$ cat config.mk
export PLATFORM = sky130hd
export DESIGN_NAME = tomasulo_cdb_arb
export DESIGN_NICKNAME = d
export VERILOG_FILES = /design/src/rtl/tomasulo_cdb_arb.sv
export SDC_FILE = /design/constraint.sdc
export NUM_CORES = 1
export LEC_CHECK = 0
export ABC_AREA = 1
export BUFFER_PORTS_ARGS = -buffer_cell sky130_fd_sc_hd__buf_2
export CORE_MARGIN = 2
export CORE_UTILIZATION = 61
export DETAILED_ROUTE_END_ITERATION = 10
export PLACE_DENSITY_LB_ADDON = 0.05
export SYNTH_ARGS = -nofsm -noshare
export SYNTH_HDL_FRONTEND = slang
export SYNTH_SLANG_ARGS = --single-unit
$ cat constraint.sdc
create_clock -name clk -period 9.03 [get_ports clk]
set_input_delay 1.806 -clock clk [delete_from_list [all_inputs] [get_ports clk]]
set_output_delay 1.806 -clock clk [all_outputs]
set_load 0.005 [all_outputs]
$ cat src/rtl/tomasulo_cdb_arb.sv
// ---------------------------------------------------------------------------
// tomasulo_pkg / tomasulo_cdb_arb
//
// Producer end of the Common Data Bus. Each functional unit hands over a
// completed result (tag + data) through a valid/ready port. Accepted results
// wait in a small per-FU circular FIFO. Every cycle a round-robin arbiter
// picks one non-empty FIFO. Its head result is driven onto the registered
// broadcast cdb_r for exactly one cycle.
//
// Ports
//   clk      clock
//   rst      synchronous active-high reset (drops all buffered results)
//   fu_vld   per-FU result valid
//   fu_tag   per-FU result tag, FU i in [i*TAG_W +: TAG_W]
//   fu_data  per-FU result data, FU i in [i*DATA_W +: DATA_W]
//   fu_rdy   per-FU ready. It is a register-only function of FIFO fullness,
//            so there is no combinational path from this cycle's pop.
//   cdb_r    registered broadcast {vld, tag, data}. Tag and data are 0
//            whenever vld is 0.
// ---------------------------------------------------------------------------
package tomasulo_pkg;
    localparam int CDB_TAG_W  = 4;
    localparam int CDB_DATA_W = 32;

    typedef struct packed {
        logic                  vld;
        logic [CDB_TAG_W-1:0]  tag;
        logic [CDB_DATA_W-1:0] data;
    } cdb_t;
endpackage

module tomasulo_cdb_arb #(
    parameter int N_FU      = 4,
    parameter int TAG_W     = 4,   // must match tomasulo_pkg::CDB_TAG_W
    parameter int DATA_W    = 32,  // must match tomasulo_pkg::CDB_DATA_W
    parameter int BUF_DEPTH = 2    // power of 2, >= 2
) (
    input  logic                   clk,
    input  logic                   rst,
    input  logic [N_FU-1:0]        fu_vld,
    input  logic [N_FU*TAG_W-1:0]  fu_tag,
    input  logic [N_FU*DATA_W-1:0] fu_data,
    output logic [N_FU-1:0]        fu_rdy,
    output tomasulo_pkg::cdb_t     cdb_r
);
    localparam int IDX_W = (N_FU > 1) ? $clog2(N_FU) : 1;
    localparam int PTR_W = $clog2(BUF_DEPTH);
    localparam int CNT_W = $clog2(BUF_DEPTH) + 1;

    logic [N_FU-1:0]   full_vec;
    logic [N_FU-1:0]   req;
    logic [N_FU-1:0]   push;
    logic [N_FU-1:0]   pop;
    logic [TAG_W-1:0]  head_tag  [N_FU];
    logic [DATA_W-1:0] head_data [N_FU];

    logic              grant_vld;
    logic [IDX_W-1:0]  grant_idx;
    logic [IDX_W-1:0]  rr_ptr_reg;
    logic [IDX_W-1:0]  rr_ptr_next;

    // Ready depends only on the registered full flag. A full FIFO therefore
    // refuses a push even in the cycle it is popped.
    assign fu_rdy = rst ? '0 : ~full_vec;
    assign push   = fu_vld & fu_rdy;

    // ------------------------------------------------------------------
    // Per-FU result FIFOs
    // ------------------------------------------------------------------
    generate
        for (genvar gi = 0; gi < N_FU; gi++) begin : g_fifo
            logic [TAG_W-1:0]  tag_mem  [BUF_DEPTH];
            logic [DATA_W-1:0] data_mem [BUF_DEPTH];
            logic [PTR_W-1:0]  wr_ptr_reg;
            logic [PTR_W-1:0]  rd_ptr_reg;
            logic [CNT_W-1:0]  count_reg;
            logic [CNT_W-1:0]  count_next;
            logic              full_reg;

            // Storage carries no reset; a stale entry is never read
            // because the occupancy count gates every pop.
            always_ff @(posedge clk) begin
                if (push[gi]) begin
                    tag_mem[wr_ptr_reg]  <= fu_tag[gi*TAG_W +: TAG_W];
                    data_mem[wr_ptr_reg] <= fu_data[gi*DATA_W +: DATA_W];
                end
            end

            always_comb begin
                count_next = count_reg;
                if (push[gi] && !pop[gi]) begin
                    count_next = count_reg + CNT_W'(1);
                end else if (!push[gi] && pop[gi]) begin
                    count_next = count_reg - CNT_W'(1);
                end
            end

            // The pointers wrap naturally because BUF_DEPTH is a power of two.
            always_ff @(posedge clk) begin
                if (rst) begin
                    wr_ptr_reg <= '0;
                    rd_ptr_reg <= '0;
                    count_reg  <= '0;
                    full_reg   <= 1'b0;
                end else begin
                    if (push[gi]) begin
                        wr_ptr_reg <= wr_ptr_reg + PTR_W'(1);
                    end
                    if (pop[gi]) begin
                        rd_ptr_reg <= rd_ptr_reg + PTR_W'(1);
                    end
                    count_reg <= count_next;
                    full_reg  <= (count_next == CNT_W'(BUF_DEPTH));
                end
            end

            assign full_vec[gi]  = full_reg;
            assign req[gi]       = (count_reg != '0);
            assign head_tag[gi]  = tag_mem[rd_ptr_reg];
            assign head_data[gi] = data_mem[rd_ptr_reg];
            assign pop[gi]       = grant_vld && (grant_idx == IDX_W'(gi));

            a_no_push_full: assert property (@(posedge clk) disable iff (rst)
                !(push[gi] && full_reg));
            a_no_pop_empty: assert property (@(posedge clk) disable iff (rst)
                !(pop[gi] && (count_reg == '0)));
        end
    endgenerate

    // ------------------------------------------------------------------
    // Round-robin grant. The search starts at rr_ptr_reg and wraps modulo
    // N_FU. The extra bit in cand absorbs rr_ptr_reg + k before the wrap.
    // ------------------------------------------------------------------
    always_comb begin
        logic [IDX_W:0] cand;
        grant_vld = 1'b0;
        grant_idx = '0;
        cand      = '0;
        for (int k = 0; k < N_FU; k++) begin
            cand = {1'b0, rr_ptr_reg} + (IDX_W+1)'(k);
            if (cand >= (IDX_W+1)'(N_FU)) begin
                cand = cand - (IDX_W+1)'(N_FU);
            end
            if (!grant_vld && req[cand[IDX_W-1:0]]) begin
                grant_vld = 1'b1;
                grant_idx = cand[IDX_W-1:0];
            end
        end
    end

    always_comb begin
        rr_ptr_next = rr_ptr_reg;
        if (grant_vld) begin
            rr_ptr_next = (grant_idx == IDX_W'(N_FU-1)) ? '0 : grant_idx + IDX_W'(1);
        end
    end

    // ------------------------------------------------------------------
    // Registered broadcast
    // ------------------------------------------------------------------
    always_ff @(posedge clk) begin
        if (rst) begin
            rr_ptr_reg <= '0;
            cdb_r      <= '0;
        end else begin
            rr_ptr_reg <= rr_ptr_next;
            if (grant_vld) begin
                cdb_r.vld  <= 1'b1;
                cdb_r.tag  <= head_tag[grant_idx];
                cdb_r.data <= head_data[grant_idx];
            end else begin
                cdb_r <= '0;
            end
        end
    end

    a_one_grant: assert property (@(posedge clk) disable iff (rst) $onehot0(pop));
    a_idle_zero: assert property (@(posedge clk) disable iff (rst)
        !cdb_r.vld |-> ((cdb_r.tag == '0) && (cdb_r.data == '0)));

endmodule
# Word level (Yosys, flattened, before mapping)
# Memory sizes are Yosys's and may differ from the RTL's. A register that Yosys moved wholly into a read port is not among the register bits.
# Cells that the tools add are included.
# op_classes
add_sub_neg	24
order_cmp	9
eq_ne	7
n_mux	61
bitwise	4
reduce_logical	32
# op_table
operator	count
binary-select mux 32 bit (select 2 bit)	1
2-to-1 mux 32 bit	2
2-to-1 mux 37 bit	1
2-to-1 mux 2 bit	17
2-to-1 mux 1 bit	32
subtractor 2 x 1 -> 2 bit, second input constant	8
logical AND 1 bit	15
== test 2 bit, second input constant	6
greater-or-equal comparator 3 bit, second input constant	4
less-than comparator 2 x 3 -> 1 bit, second input constant	4
2-to-1 mux 4 bit	3
zero test 1 bit	11
adder 2 x 1 -> 2 bit, second input constant	5
adder 1 bit, second input constant	8
binary-select mux 1 bit (select 2 bit)	4
binary-select mux 4 bit (select 2 bit)	1
nonzero test 2 bit	4
adder 2 x 2 -> 3 bit, second input constant	2
AND 4 bit	1
NOT 4 bit	1
adder 2 x 1 -> 3 bit, second input constant	1
greater-or-equal comparator 2 x 3 -> 1 bit, second input constant	1
NOT 2 -> 3 bit	1
== test 2 x 1 -> 1 bit, second input constant	1
other kinds (3)	3
# word_totals
reg_bits	59
ramBits	288
in_bits	150
output_inout_bits	41
word_cells	165
memories	8
# mem_list
name	depth	width	read_ports	rd_clocked_by_memory_dff	write_ports	line_no	source
g_fifo[0].data_mem	2	32	1	1	1	73	logic [DATA_W-1:0] data_mem [BUF_DEPTH];
g_fifo[1].data_mem	2	32	1	1	1	73	
g_fifo[2].data_mem	2	32	1	1	1	73	
g_fifo[3].data_mem	2	32	1	1	1	73	
g_fifo[0].tag_mem	2	4	1	1	1	72	logic [TAG_W-1:0] tag_mem [BUF_DEPTH];
g_fifo[1].tag_mem	2	4	1	1	1	72	
2 more memories	-	-	-	-	-	-	

# Depth between registers and ports, before layout
# Gate-level depths: netlist of run 1.
# logic_depth
ltp_word	20
depth_mapped	20
depth_no_buf	20

# Worst setup path before layout of run 1
# OpenSTA, ideal clock, no wires.
# synth_path
path_type	input -> register
start	in rst
end	mem g_fifo[0].data_mem[1][0] (enable)
setup_ns	0.431
arrival_time_ns	3.876
slack_ns	4.723
stages	4
path_buffers	1
cell_sequence	clkbuf_1 > nor2_1 > nand2_1 > nor2_1
# synth_via
elab_chain_len	4
# synth_rtl
item	line_no	source
start: declaration	39	input logic rst,
2-to-1 mux 4 bit	64	assign fu_rdy = rst ? '0 : ~full_vec;
via fu_rdy[0]	43	output logic [N_FU-1:0] fu_rdy,
AND 4 bit	65	assign push = fu_vld & fu_rdy;
2-to-1 mux 1 bit	83	if (push[gi]) begin
2-to-1 mux 1 bit (not written as such)	85	data_mem[wr_ptr_reg] <= fu_data[gi*DATA_W +: DATA_W];
end: declaration	73	
# The timed path passes the listed nets, and every way through them passes these cells.

# Worst setup path after layout of run 1
# layout_path
start	in rst
end	out fu_rdy[0]
# layout_via
elab_chain_len	1
# layout_rtl
item	line_no
2-to-1 mux 4 bit	64
end: declaration	43
# No other way between the ends.

==> metrics.md, run 1 <==
| Metric | Value |
|---|---|
| LEAKAGE | 6.20 nW |
| Cell Area, Synth | roughly 0.014 sq mm |
| Fmax | roughly 0.24 GHz |
| CP Data Required Time | between 7000 and 8000 ps |
| Area growth syn-to-layout | 16.6% |
| Pwr Total | roughly 5.4 mW |
| Via count | 8437 |
| Slew HR | 11.9% |
| CP Class | in -> out |
| Clock buffer depth | 3 |
| Initial Utilization | 62.7% |
| RePlAce Congestion | 0.782 |
| First-pass GRT wire length | 45000 um |
| Max reg flops | between 200 and 300 |
| Gr usage total | 25.2% |
| HPWL Detailed | 18600 um |
| Initial antenna violation count | 3 |
| DR pass1 iterations | 5 |
| Post-Syn Instances | ~1000 |
| CP Capture Type | output pin |
| Met1 usage in global routing | 33.2% |
| Post-synth top area share | 62.8% |
| Register area share after synthesis | 72.0% |
| Syn Area/Cell | 13.3 sq um |
| Clock slew at reported path FFs | approximately 60 ps |
| Final ANT Viol Nets | 0 |
| Commonest non-fill, non-tap cell in the layout | nand2_1 |
| DRC | 0 |
| Synth cell types | 37 |
| Setup TNS | 0 ps |
| Reg area | approximately 0.0099 sq mm |
| Share of cells above drive strength 1 | a little over a quarter |
| Top cell by count, worst path | buf_2 |
| Clock tree sinks | 351 |
| CP arrival | 2440 ps |
| Initial DRC count | 611 |
| # IOs | 191 |
| Global-route track usage on met2 | 43.9% |
| Final #Nets | ~1400 |
| Skew final | 8.28 ps |
| CP startpoint kind | input pin |
| CTS Hold Buffers Added | 0 |
| Most flop-heavy register | g_fifo.data_mem |
| Fin crit period | 4250 ps |
| Clock root buffer | clkbuf_16 |
| Core area | 0.0220 sq mm |
| Measured slew at the worst slew-check pin | approximately 1300 ps |
| Crit Path Max Fanout | 18 |
| DR vias/cell | 5.51 |
| Fill cells | roughly 1500 |
| Largest net degree at the start of global routing | 41 |
| Die footprint | 0.0238 sq mm |
| Endpoints failing setup | 0 |
| Grt ovf | 0 |
| Slowest CP cell | nor2_1 |
| Wirelength, routed | 30400 um |
| CTS tree | built |
| Largest stage delay, worst path | roughly 250 ps |
| Syn nets | 1194 |
| Max Slew Vio Count | 0 |
| Most frequent cells in the layout | nand2_1, edfxtp_1, buf_2 |
| Worst Hold Class | reg -> reg |
| PwrDens | between 300 and 400 mW/mm^2 |
| Clk_lat worst skew | 500 ps |
| Outcome | completed |
| Die width | 154 um |
| Seq cells post-synth | 351 |
| Peak supply drop | 337 uV |
| Hold Fails Final Rpt | 0 |
| Cell taking the most area after synthesis | edfxtp_1 |
| Die Y | 154 um |
| # resized after CTS | 0 |
| H-tree depth | 2 |
| GRT Max-Usage Layer | met2 |
| Post-DR wirelength/cell | 19.9 um |
| RSZ-0062 raised after global routing | no |
| Met3 usage | 4.74% |
| CTS Buf Count | 36 |
| Tcrit/Tclk final | 47.0% |
| Largest regs | g_fifo.data_mem: 256 flops, cdb_r: 37 flops, g_fifo.tag_mem: 32 flops |
| Setup bufs post-CTS | 0 |
| Syn. warnings | 0 |
| Site row count | 54 |
| Area of the multi-input gates | 0.00348 sq mm |
| I/O Buffers | 190 |
| Dominant cells by area after synthesis | edfxtp_1, dfxtp_1, nand2_1, mux2i_1, mux2_2 |
| Max Cap Viol | 0 |
| Vias in the first global route | 8374 |
| Cell Chain, Critical Path | buf_2 -> nor2_1 -> buf_2 |
-- power breakdown --
part | internal (mW) | leakage, nW | total [mW] | switching, mW
Sequential | 1.94 | 3.16 | 2.03 | 0.0855
Combinational | 0.623 | 2.49 | 1.96 | 1.34
Clock | 0.875 | 0.555 | 1.45 | 0.570
-- critical path, delay by kind of cell --
family / cells / cell delay, ps
buffers and inverters: 2 / 380
AND/OR/NAND/NOR: 1 / 250
-- cells by family (layout without fill, tap and decap cells) --
family          Yosys count  count (layout)  share of synthesized area [%]
simple gates            428             428                           13.1
flops                   351             351                           72.0
mux                     108             108                           8.18
buf+inv                  87             301                           3.20
compound gates           52              52                           2.75
fa+ha+maj                 8               8                          0.727
xor+xnor                  2               2                          0.127
other cells               0               1                              0
-- final timing paths --
path	slack, ps	cells past startpoint	to	start
max	4780	3	fu_rdy[0]	rst
min	450	1	register	g_fifo[3].rd_ptr_reg
max reg2reg	5540	13	register	rr_ptr_reg[0]
min reg2reg	450	1	register	g_fifo[3].rd_ptr_reg
-- routing by layer --
layer	up-vias	part of all wire (%)
met4	4	1.7
met3	47	7.0
met1	4059	41
met5	-	0.053
li1	4011	-
met2	316	50
-- metrics by stage --
| stage | hold slack, ps | setup slack (ps) | utilization, % | area [sq um] | std cells |
|---|---|---|---|---|---|
| finish | 452 | 4780 | 73.1 | 16100 | 1531 |
| global route | 479 | 4750 | 73.1 | 16100 | 1531 |
| CTS | 452 | 4800 | 73.1 | 16100 | 1530 |
| detailed placement | 441 | 4800 | 67.9 | 14900 | 1467 |
| global placement | 430 | 4820 | 67.9 | 14900 | 1467 |
| floorplan | 426 | 4720 | - | 13800 | 1036 |
-- area by class of cell --
cell class	count	share of cell area, %
Sequential cell	351	61.8
Multi-Input combinational cell	598	21.7
Clock buffer	58	6.51
Timing Repair Buffer	197	6.25
Tap cell	280	2.18
Inverter	41	0.966
Clock inverter	5	0.623
Antenna cell	1	0.0156
-- cell usage after synthesis (all sizes together) --
| master | instances |
|---|---|
| o21a | 1 |
| clkinv | 2 |
| nand4 | 3 |
| nand3b | 2 |
| o21ai | 3 |
| nand2 | 333 |
| o211ai | 1 |
| nor2 | 31 |
| clkbuf | 23 |
| inv | 39 |
| a31oi | 36 |
| dfxtp | 63 |
| a21oi | 10 |
| xnor2 | 1 |
| nand3 | 55 |
| edfxtp | 288 |
| nor3 | 4 |
| buf | 23 |
| o21bai | 1 |
| mux2 | 36 |
| ha | 8 |
| mux2i | 72 |
| xor2 | 1 |
Note: power is estimated with default switching activity, not from simulation.
==> inputs of run 2 (changes only) <==
- ABC_AREA: 1 -> 0
- CORE_UTILIZATION: 61 -> 57
- clock period: 9.03 -> 4.3 ns (I/O delays scaled with it)
==> run 2 against run 1 <==
Against the previous run:
- sequential share of layout area is 0.41 points lower
- largest power group unchanged
- critical path depth is 6 higher
- highest routed layer unchanged
- core utilization is 4.3 points lower
==> metrics.md, run 2 <==
| Metric | Value |
|---|---|
| Outcome | completed |
| GRT Max-Usage Layer | met2 |
| Synth cell types | 47 (+27%) |
| LEAKAGE | 5.76 nW (-7.2%) |
| Area growth syn-to-layout | 18.8% |
| Syn Area/Cell | 17.0 sq um (+28%) |
| CP startpoint | g_fifo[0].count_reg[0] |
| Clock buffer depth | 3 (unchanged) |
| Measured slew at the worst slew-check pin | 1160 ps (-159 ps) |
| CP Data Required Time | 4720 ps (-2500 ps) |
| Dominant cells by area after synthesis | edfxtp_1, mux2i_1, dfxtp_1, mux2_1, mux2_2 |
| Final ANT Viol Nets | 0 (unchanged) |
| Clock root buffer | clkbuf_16 |
| Commonest non-fill, non-tap cell in the layout | edfxtp_1 |
| Final worst slack | 487 ps (-4300 ps) |
| H-tree depth | 2 (unchanged) |
| PwrDens | 667 mW/mm^2 (+97%) |
| CP Class | reg -> reg |
| Via count | 7597 (-10%) |
| Max Slew Vio Count | 0 (unchanged) |
| RSZ-0062 raised after global routing | no |
| Vias in the first global route | 7799 (-6.9%) |
| Gr usage total | 23.1% (-2.1 points) |
| CP bufs+invs | 2 (unchanged) |
| CP Capture Type | register |
| HPWL Detailed | 18300 um (-1.9%) |
| Die Y | 158 um (+2.7%) |
| Post-synth top area share | 63.6% (+0.77 points) |
| Initial Utilization | 58.0% (-4.8 points) |
| DR vias/cell | 5.60 (+1.7%) |
| Fin crit period | 3810 ps |
| First-pass GRT wire length | 42700 um (-5.1%) |
| Seq cells post-synth | 351 (unchanged) |
| Post-Syn Instances | 800 (-23%) |
| Clock tree sinks | 351 (unchanged) |
| Post-synth EDFFs | 288 (unchanged) |
| Met3 usage | 5.04% (+0.30 points) |
| Largest net degree at the start of global routing | 38 (-7.3%) |
| Most used flip-flop cell after synthesis | edfxtp_1 |
| Clock slew at reported path FFs | 60 ps (about the same) |
| Cell taking the most area after synthesis | edfxtp_1 |
| Ys async rst share | 0% (unchanged) |
| Tcrit/Tclk final | 88.7% |
| Die width | 158 um (+2.7%) |
| Largest stage delay, worst path | 930 ps (+680 ps) |
| Slew HR | 22.3% (+10 points) |
| Register area share after synthesis | 72.8% (+0.88 points) |
| RePlAce Congestion | 0.823 (+5.3%) |
| Skew final | 16.3 ps (+7.97 ps) |
| Clk_lat worst skew | 520 ps (+20 ps) |
| Share of cells above drive strength 1 | 29.5% (+2.6 points) |
| Setup TNS | 0 ps (unchanged) |
| Count leader, synth | edfxtp_1 |
| Reg2reg start | g_fifo[0].count_reg[0] |
| CTS Hold Buffers Added | 0 (unchanged) |
| CTS Buf Count | 36 (unchanged) |
| Cell Chain, Critical Path | inv_1 -> ha_1 -> nand2_1 -> a211oi_1 -> nor4_4 -> nor2_4 -> buf_4 -> mux2_2 -> o22ai_1 |
| Crit Path Max Fanout | 37 (+19) |
| Initial antenna violation count | 12 (+9) |
| I/O Buffers | 190 (unchanged) |
| Commonest cells in the netlist | edfxtp_1, mux2i_1, dfxtp_1, mux2_1, o22ai_1 |
| Place WS | 549 ps (-4260 ps) |
| Slowest CP cell | nor2_4 |
| Core area | 0.0235 sq mm (+6.9%) |
| CTS tree | built |
| CP startpoint kind | register |
| Fmax | 0.262 GHz |
| Max reg flops | 256 (unchanged) |
| Worst Hold Class | reg -> reg |
| Met1 usage in global routing | 29.5% (-3.8 points) |
| Setup bufs post-CTS | 0 (unchanged) |
| Wirelength, routed | 29100 um (-4.2%) |
| Syn nets | 958 (-20%) |
| Hold slack | 499 ps (+47.2 ps) |
| Max Cap Viol | 0 (unchanged) |
| CP arrival | 4240 ps (+1800 ps) |
| DRC | 0 (unchanged) |
| # resized after CTS | 0 (unchanged) |
| Cell Area, Synth | 0.0136 sq mm (-1.2%) |
| Endpoints failing setup | 0 (unchanged) |
| # IOs | 191 (unchanged) |
| Global-route track usage on met2 | 39.3% (-4.6 points) |
| Most frequent cells in the layout | edfxtp_1, buf_2, mux2i_1 |
| Syn. warnings | 0 (unchanged) |
| Initial DRC count | 523 (-14%) |
| Hold Fails Final Rpt | 0 (unchanged) |
| Final #Nets | 1159 (-16%) |
| Site row count | 56 (+3.7%) |
| Critical path's top delay family | simple AND/OR/NAND/NOR gates |
| Post-DR wirelength/cell | 21.5 um (+8.1%) |
| Grt ovf | 0 (unchanged) |
| Largest regs | g_fifo.data_mem: 256 flops, cdb_r: 37 flops, g_fifo.tag_mem: 32 flops |
| Die footprint | 0.0251 sq mm (+5.6%) |
| Hold Path Origin | g_fifo[1].rd_ptr_reg |
| DR pass1 iterations | 5 (unchanged) |
| Peak supply drop | 431 uV (+28%) |
| Most flop-heavy register | g_fifo.data_mem |
## run 2: per-layer routing
layer / part of all wire [%] / up-vias
li1: - / 3498
met1: 41 / 3765
met2: 50 / 272
met3: 6.7 / 54
met4: 2.4 / 8
met5: 0.19 / -
## run 2: power breakdown
group	switching (mW)	leakage [nW]	total (mW)	internal [mW]
combinational	1.84	2.01	3.33	1.49
clock	1.23	0.586	3.12	1.89
sequential	0.208	3.16	4.34	4.13
## run 2: through the flow
step                instance area (sq um)  power [mW]  cells  util [%]
detailed placement                  14900        7.74   1282      63.6
floorplan                           13600        6.81    800         -
CTS                                 16100        10.8   1348      68.8
finish                              16200        10.8   1356      68.8
global placement                    14900        7.58   1282      63.6
global route                        16200        11.3   1355      68.8
## run 2: final timing paths
check / to / slack [ps] / cells after the start
max: cdb_r[25] / 490 / 9
min: register / 500 / 2
max reg2reg: cdb_r[25] / 490 / 9
min reg2reg: register / 500 / 2
## run 2: worst min-delay path, stage by stage (launching register included)
cell and delay, ps:
dfxtp_1 320, xor2_1 80, nor2_1 70
## run 2: area by class of cell
type,count,area (sq um)
repair buffers,202,1040
inverters,9,33.8
well taps,319,399
fillers,1586,7310
multi-input cells,401,3540
diodes,8,20.0
clock inverters,8,103
flip-flops and latches,351,9910
clock buffers,58,1100
## run 2: kinds of logic after synthesis
family | after synthesis | share of synthesized area, %
compound gates | 71 | 3.62
fa+ha+maj | 8 | 0.736
mux | 221 | 17.0
flops | 351 | 72.8
buf+inv | 48 | 1.42
simple gates | 86 | 3.30
xor+xnor | 15 | 1.07
==> inputs of run 3 (changes only) <==
- PLACE_DENSITY: not set -> 0.91
- PLACE_DENSITY_LB_ADDON: 0.05 -> not set
==> run 3 against run 2 <==
Against the previous run:
- register-to-register slack better by 710 ps
- sequential share of layout area is 0.052 points higher
- cell area hardly changed
- critical path depth stayed put
- die area stayed put
- worst setup slack better by 710 ps
- non-clock buffer count is 1 higher
- global-route usage is 0.52 points higher
- maximum frequency is 23% higher
- core utilization is 0.059 points lower
- first-iteration DRC count is 23% higher
==> metrics.md, run 3 (same netlist as run 2, synthesis figures left out) <==
| Metric | Value |
|---|---|
| Outcome | completed |
| Clock tree sinks | 351 (unchanged) |
| Share of cells above drive strength 1 | 30.0% (+0.42 points) |
| Max Cap Viol | 0 (unchanged) |
| Fmax | 0.322 GHz (+23%) |
| DR pass1 iterations | 7 (+2) |
| CP arrival | 3520 ps (-720 ps) |
| DR vias/cell | 5.64 (+0.75%) |
| Die Y | 158 um (unchanged) |
| Commonest non-fill, non-tap cell in the layout | edfxtp_1 |
| PwrDens | 667 mW/mm^2 (about the same) |
| # resized after CTS | 0 (unchanged) |
| CTS tree | built |
| Clock root buffer | clkbuf_16 |
| RePlAce Congestion | 0.833 (+1.2%) |
| Measured slew at the worst slew-check pin | 1120 ps (-44.0 ps) |
| CP Class | reg -> reg |
| # IOs | 191 (unchanged) |
| Fin crit period | 3110 ps (-708 ps) |
| Max Slew Vio Count | 0 (unchanged) |
| Area of the multi-input gates | 0.00354 sq mm (unchanged) |
| Final ANT Viol Nets | 0 (unchanged) |
| Initial antenna violation count | 13 (+1) |
| Hold path cells | 2 (unchanged) |
| Setup TNS | 0 ps (unchanged) |
| RSZ-0062 raised after global routing | no |
| Reg2reg start | g_fifo[1].count_reg[0] |
| Endpoints failing setup | 0 (unchanged) |
| Clock buffer depth | 3 (unchanged) |
| CP Data Required Time | 4710 ps (about the same) |
| CP startpoint | g_fifo[1].count_reg[0] |
| Peak supply drop | 457 uV (+6.1%) |
| Most frequent cells in the layout | edfxtp_1, buf_2, mux2i_1 |
| Hold Fails Final Rpt | 0 (unchanged) |
| Area growth syn-to-layout | 18.7% (about the same) |
| Die footprint | 0.0251 sq mm (unchanged) |
| Post-DR wirelength/cell | 21.9 um (+1.9%) |
| Gr usage total | 23.7% (+0.52 points) |
| First-pass GRT wire length | 43800 um (+2.5%) |
| Reg area | 0.00991 sq mm (unchanged) |
| Skew final | 9.98 ps (-6.27 ps) |
| R2r setup slk | 1190 ps (+710 ps) |
| CTS Hold Buffers Added | 0 (unchanged) |
| Crit Path Max Fanout | 22 (-41%) |
| Setup bufs post-CTS | 0 (unchanged) |
| Die width | 158 um (unchanged) |
| Largest net degree at the start of global routing | 46 (+21%) |
| Reg-to-reg critical path endpoint | cdb_r[17] |
| CTS Buf Count | 35 (-2.8%) |
| I/O Buffers | 190 (unchanged) |
| Grt ovf | 0 (unchanged) |
| CP startpoint kind | register |
| Most flop-heavy register | g_fifo.data_mem |
| Tcrit/Tclk final | 72.2% (-16 points) |
| LEAKAGE | 5.75 nW (-0.16%) |
| Initial Utilization | 58.0% (unchanged) |
| Reg2reg path depth | 9 (unchanged) |
| CP Capture Type | register |
| H-tree depth | 2 (unchanged) |
| Clock power share | 28.3% (-0.6 points) |
| Core area | 0.0235 sq mm (unchanged) |
| Sw Pwr | 3.33 mW (+1.6%) |
| Site row count | 56 (unchanged) |
| Post-DP Area | 0.0150 sq mm (+0.13%) |
| Wirelength, routed | 29700 um (+2.1%) |
| Final #Nets | 1159 (unchanged) |
| Largest regs | g_fifo.data_mem: 256 flops, cdb_r: 37 flops, g_fifo.tag_mem: 32 flops |
| DRC | 0 (unchanged) |
| Slew HR | 25.4% (+3.1 points) |
| Sequential Power Share | 40.8% (+0.5 points) |
| Place WS | 1310 ps (+763 ps) |
| Via count | 7671 (+0.97%) |
| Worst Hold Class | reg -> reg |
| Clock slew at reported path FFs | 60 ps (about the same) |
| Vias in the first global route | 7978 (+2.3%) |
| Worst Setup EP | cdb_r[17] |
| Switch share | 30.9% (+0.55 points) |
| Clk_lat worst skew | 510 ps (about the same) |
| Final instance area | 0.0161 sq mm (about the same) |
| Internal power | 7.44 mW (-0.96%) |
| Final worst slack | 1190 ps (+708 ps) |
| Initial DRC count | 645 (+23%) |
| HPWL Detailed | 18900 um (+3.6%) |
| Logic pwr share | 30.9% (about the same) |
| Max reg flops | 256 (unchanged) |
| Fill cells | 1525 (-3.8%) |
-- run 3: cell count changes in the layout (fill, tap and decap cells not counted), moves of 2 or more --
cell / before / now
clkbuf_8: 10 / 3
clkinv_2: 2 / 9
clkbuf_1: 11 / 5
diode_2: 8 / 12
clkinvlp_4: 2 / 4
-- run 3: critical path, stage by stage, from the launching register on --
cell and delay [ps]:
dfxtp_1 400, inv_1 110, ha_1 270, or2_2 290, a21oi_1 340, nor3_1 80, o31ai_1 250, nand3b_1 600
buf_4 490, o22ai_1 170
-- run 3: power by group through the flow --
stage	sequential, mW	combinational, mW	clock (mW)
after floorplan	4.32	2.49	0
after global placement	4.44	3.18	0
after detailed placement	4.46	3.30	0
after CTS	4.39	3.33	3.09
after global routing	4.42	3.58	3.23
final	4.39	3.33	3.04
-- run 3: layout make-up --
| class | instances | area share [%] |
|---|---|---|
| multi-input cells | 401 | 22.0 |
| diodes | 12 | 0.186 |
| well taps | 319 | 2.47 |
| clock buffers | 44 | 5.95 |
| inverters | 9 | 0.209 |
| repair buffers | 203 | 6.57 |
| flip-flops and latches | 351 | 61.4 |
| clock inverters | 20 | 1.26 |
-- run 3: metal layers --
metal | vias up | wire length, um | GRT usage, %
li1 | 3518 | - | -
met1 | 3821 | 11900 | 29.0
met2 | 273 | 15100 | 41.1
met3 | 57 | 1870 | 5.06
met4 | 2 | 823 | 9.57
met5 | - | 16 | 0
-- run 3: worst min-delay path by stage --
stage | start | end | slack, ps
after global placement | g_fifo[1].rd_ptr_reg | g_fifo[1].rd_ptr_reg | 480
after global routing | fu_data[102] | g_fifo[3].data_mem[1][6] | 520
after detailed placement | g_fifo[3].rd_ptr_reg | register | 510
after floorplan | g_fifo[3].rd_ptr_reg | register | 470
final | g_fifo[0].rd_ptr_reg | register | 530
after CTS | fu_data[10] | g_fifo[0].data_mem[1][10] | 510
-- run 3: stage by stage --
stage	total power, mW	hold slack [ps]	util (%)	cells
final	10.8	530	68.8	1359
after global routing	11.2	517	68.8	1357
after CTS	10.8	512	68.7	1347
after detailed placement	7.76	505	63.7	1283
after global placement	7.62	485	63.7	1283
after floorplan	6.81	472	-	800
